File: src/rtl/fixed_power.sv
// Iterative unsigned Q10.10 power unit: out_data = in_data_1 ^ in_data_2 (exponent 0..7).
// One shared multiplier, one multiply per cycle, saturating with early exit on overflow.
module fixed_power #(
  parameter int unsigned   DW   = 20,
  parameter int unsigned   FRAC = 10,
  parameter logic [DW-1:0] ONE  = 20'h00400
) (
  input  logic          clk,
  input  logic          rst_n,
  input  logic          in_valid,
  input  logic [DW-1:0] in_data_1,
  input  logic [2:0]    in_data_2,
  output logic          busy,
  output logic          out_valid,
  output logic [DW-1:0] out_data,
  output logic          overflow
);

  typedef enum logic {StIdle, StMul} state_e;

  state_e          state_q, state_d;
  logic            pend_q, pend_d;
  logic [DW-1:0]   base_q, base_d;
  logic [2:0]      exp_q, exp_d;
  logic [DW-1:0]   acc_q, acc_d;
  logic [2:0]      cnt_q, cnt_d;
  logic            out_valid_q, out_valid_d;
  logic [DW-1:0]   out_data_q, out_data_d;
  logic            overflow_q, overflow_d;

  logic [2*DW-1:0] prod;
  logic [2*DW-1:0] next_full;
  logic [DW-1:0]   next;
  logic            sat;

  assign prod      = (2*DW)'(acc_q) * (2*DW)'(base_q);
  assign next_full = prod >> FRAC;
  assign next      = next_full[DW-1:0];
  assign sat       = |next_full[2*DW-1:DW];

  always_comb begin
    state_d     = state_q;
    pend_d      = pend_q;
    base_d      = base_q;
    exp_d       = exp_q;
    acc_d       = acc_q;
    cnt_d       = cnt_q;
    out_valid_d = 1'b0;
    out_data_d  = out_data_q;
    overflow_d  = overflow_q;

    unique case (state_q)
      StIdle: begin
        if (pend_q) begin
          // Exponent 0/1 requests finish one cycle after acceptance without multiplying.
          pend_d      = 1'b0;
          out_valid_d = 1'b1;
          overflow_d  = 1'b0;
          out_data_d  = (exp_q == 3'd0) ? ONE : base_q;
        end else if (in_valid) begin
          base_d = in_data_1;
          exp_d  = in_data_2;
          if (in_data_2 >= 3'd2) begin
            acc_d   = in_data_1;
            cnt_d   = 3'd1;
            state_d = StMul;
          end else begin
            pend_d = 1'b1;
          end
        end
      end
      StMul: begin
        if (sat) begin
          out_data_d  = '1;
          overflow_d  = 1'b1;
          out_valid_d = 1'b1;
          state_d     = StIdle;
        end else begin
          acc_d = next;
          cnt_d = cnt_q + 3'd1;
          if (cnt_q + 3'd1 == exp_q) begin
            out_data_d  = next;
            overflow_d  = 1'b0;
            out_valid_d = 1'b1;
            state_d     = StIdle;
          end
        end
      end
      default: state_d = StIdle;
    endcase
  end

  always_ff @(posedge clk or negedge rst_n) begin
    if (!rst_n) begin
      state_q     <= StIdle;
      pend_q      <= 1'b0;
      base_q      <= '0;
      exp_q       <= '0;
      acc_q       <= '0;
      cnt_q       <= '0;
      out_valid_q <= 1'b0;
      out_data_q  <= '0;
      overflow_q  <= 1'b0;
    end else begin
      state_q     <= state_d;
      pend_q      <= pend_d;
      base_q      <= base_d;
      exp_q       <= exp_d;
      acc_q       <= acc_d;
      cnt_q       <= cnt_d;
      out_valid_q <= out_valid_d;
      out_data_q  <= out_data_d;
      overflow_q  <= overflow_d;
    end
  end

  assign busy      = (state_q == StMul) || pend_q;
  assign out_valid = out_valid_q;
  assign out_data  = out_data_q;
  assign overflow  = overflow_q;

endmodule

File: config.mk
export PLATFORM = sky130hd
export DESIGN_NAME = fixed_power
export DESIGN_NICKNAME = d
export VERILOG_FILES = /design/src/rtl/fixed_power.sv
export SDC_FILE = /design/constraint.sdc
export NUM_CORES = 1
export LEC_CHECK = 0
export CAP_MARGIN = 5
export CORE_MARGIN = 2
export CORE_UTILIZATION = 50
export CTS_BUF_LIST = sky130_fd_sc_hd__clkbuf_4
export DETAILED_ROUTE_END_ITERATION = 16
export GPL_TIMING_DRIVEN = 0
export PLACE_DENSITY = 0.67
export SYNTH_ARGS = -nofsm -noshare
export SYNTH_HDL_FRONTEND = slang
export SYNTH_SLANG_ARGS = --single-unit
export TNS_END_PERCENT = 100
File: constraint.sdc
create_clock -name clk -period 20.6 [get_ports clk]
set_clock_uncertainty 0.2 [all_clocks]
set_input_delay 3.09 -clock clk [delete_from_list [all_inputs] [get_ports clk]]
set_output_delay 3.09 -clock clk [all_outputs]
set_load 0.02 [all_outputs]
==> impl_metrics.env <==
export IMPL_portBuffers=48
export IMPL_syn_nets=2427
export IMPL_post_cts_buffers=0
export IMPL_hpwl_um=42400
export IMPL_cts_buffer_depth=2
export IMPL_cts_hold_buf=0
export IMPL_slowest_delay_ns=0.74
export IMPL_fin_ws_ns=11.54
export IMPL_setup_viol=0
export IMPL_post_route_min_period_ns=9.06
export IMPL_arrival_ns=9.16
export IMPL_drv_slew=0
export IMPL_syn2layout_area_growth_pct=6.80
export IMPL_post_route_period_util_pct=44.0
export IMPL_critPathLaunchType="register"
export IMPL_clkTransAtPathRegs_ns=0.12
export IMPL_drt_total_wl_um=53300
export IMPL_core_area_um2=34400
export IMPL_syn_inst=1933
export IMPL_critical_path_class="reg -> reg"
export IMPL_layout_cells_most_common="inv_1"
export IMPL_post_cts_resized=0
export IMPL_worst_pin_slew_ns=1.01
export IMPL_synth_top_family_by_area="adder cells"
export IMPL_dieWidth_um=190
export IMPL_grt_pass1_vias=14460
export IMPL_synthXorXnorAreaFrac_pct=1.57
export IMPL_synth_cell_type_count=66
export IMPL_finalNetCount=2486
export IMPL_setup_tns_ns=0
export IMPL_cp_end_kind="register"
export IMPL_whs_ns=0.324
export IMPL_grt_pass1_wl_um=83100
export IMPL_htreeDepth=3
export IMPL_hold_viol=0
export IMPL_clock_fmax_mhz=110
export IMPL_cts_tree="built"
export IMPL_synth_compound_area_share_pct=7.80
export IMPL_worstPathRequired_ns=20.70
export IMPL_yosysTopAreaCell="fa_1"
export IMPL_vias=13944
export IMPL_dieArea_um2=36200
export IMPL_gp_congestion=0.949
export IMPL_dr_pass1_iters=5
export IMPL_synth_top_area_share_pct=36.8
export IMPL_syn_cell_area_um2=17300
export IMPL_seq_area_frac_synth_pct=10.1
export IMPL_async_reset_ff_share_pct=100
export IMPL_post_synth_main_area_contributors="fa_1, ha_1, dfrtp_1"
export IMPL_rows=68
export IMPL_clkSinkCount=70
export IMPL_dr_first_iter_drc_count=1203
export IMPL_syn_area_per_cell_um2=8.97
export IMPL_critical_path_max_fanout=10
export IMPL_wl_per_cell_um=21.7
export IMPL_layout_drive_gt1_share_pct=4.11
export IMPL_hp_class="reg -> reg"
export IMPL_mostFrequentLayoutCells="inv_1, fa_1, and2_1"
export IMPL_place_ws_ns=11.73
export IMPL_slew_headroom_pct=32.9
export IMPL_grt_overflow_total=0
export IMPL_ant_nets=0
export IMPL_ios=49
export IMPL_yosys_area_share_adder_pct=47.6
export IMPL_max_cap_violations=0
export IMPL_grt_antenna_before_repair=4
export IMPL_track_usage_pct=30.8
export IMPL_yosysWarnings=0
export IMPL_ys_flop_type="dfrtp_1"
export IMPL_ys_seq_elements=70
export IMPL_status="finished, final reports clean"
export IMPL_clockRootBuffer="clkbuf_4"
export IMPL_insertion_delay_ns=0.46
export IMPL_grt_max_degree=71
export IMPL_slowest_stage="clkbuf_1"
export IMPL_rsz0062_at_grt="no"
export IMPL_synth_simple_area_share_pct=18.4
export IMPL_routed_via_density=5.68
export IMPL_synthMuxAreaShare_pct=3.59
export IMPL_cts_buffers=9
export IMPL_synth_edf_count=0
export IMPL_cpMostUsedCell="fa_1"
export IMPL_drc_errors=0
export IMPL_dieHeight_um=190
export IMPL_start_util_pct=50.5
==> logic make-up after synthesis <==
group                    after synthesis
AND/OR/NAND/NOR                      609
adder cells (fa/ha/maj)              468
buffers and inverters                498
AO/OA/AOI/OAI                        206
flip-flops                            70
multiplexers                          51
XOR/XNOR                              31
==> critical path, delay by kind of cell, from the launching register on <==
kind	cells	cell delay, ns
DFF	1	0.36
adders and majority gates	8	3.34
buffers and inverters	10	2.15
AOI/OAI and AO/OA	5	1.42
and+or+nand+nor	6	1.42
==> sequential cells by signal (all words and copies together), names as in the netlist <==
signal,flops
out_data,20
overflow,1
out_valid,1
state_q,1
exp_q,3
base_q,20
cnt_q,3
pend_q,1
acc_q,20
==> stage by stage <==
| stage | area [um^2] | util, % | std cells |
|---|---|---|---|
| after floorplan | 17300 | - | 1933 |
| after CTS | 18500 | 53.9 | 2451 |
| after detailed placement | 18400 | 53.5 | 2436 |
| after global routing | 18500 | 53.9 | 2452 |
| after global placement | 18400 | 53.5 | 2436 |
| final | 18500 | 53.9 | 2455 |
==> final timing paths <==
path | start | end | slack, ns | cells after the start
max in group asynchronous | rst_n | acc_q[6] | 17.05 | 1
min | cnt_q[1] | cnt_q[1] | 0.32 | 1
min in group asynchronous | rst_n | exp_q[2] | 2.57 | 1
min reg2reg | cnt_q[1] | cnt_q[1] | 0.32 | 1
max | acc_q[0] | out_data[15] | 11.54 | 29
max reg2reg | acc_q[0] | out_data[15] | 11.54 | 29
==> cell usage after synthesis, drive strengths merged, types with 2 or more instances <==
master	count
inv	381
fa	319
and2	262
nand2	214
ha	149
clkbuf	103
dfrtp	70
a21oi	54
nor2	46
mux2	45
o21ai	43
a31oi	24
xnor2	20
nand3	17
nand4	16
buf	14
o22ai	14
a21o	13
nor3	11
xor2	11
and3	10
a311oi	8
and4	8
nor2b	8
o211ai	8
a22oi	7
a211oi	6
mux2i	6
nand3b	5
o21bai	5
a21boi	3
a22o	3
nand2b	3
o21a	3
or3	3
a2111oi	2
nor4	2
o221ai	2
o31ai	2
or2	2
==> cell type report <==
class                      instances  area [um^2]
buffer                           117          478
multi-input combinational       1365        13700
tap                              455          569
timing repair buffer              48          478
antenna                            4         10.0
fill                            3264        15900
sequential                        70         1750
inverter                         381         1430
clock inverter                     6         53.8
clock buffer                       9         67.6
==> layer usage <==
layer  GRT usage [%]  share of wire [%]
met1            41.2                 40
met2            50.2                 47
met3            5.26                8.0
met4            12.1                4.5
met5               0                  0
Power is not shown: default switching activity piles up to over one toggle a cycle in this logic, so the estimate is an artifact.
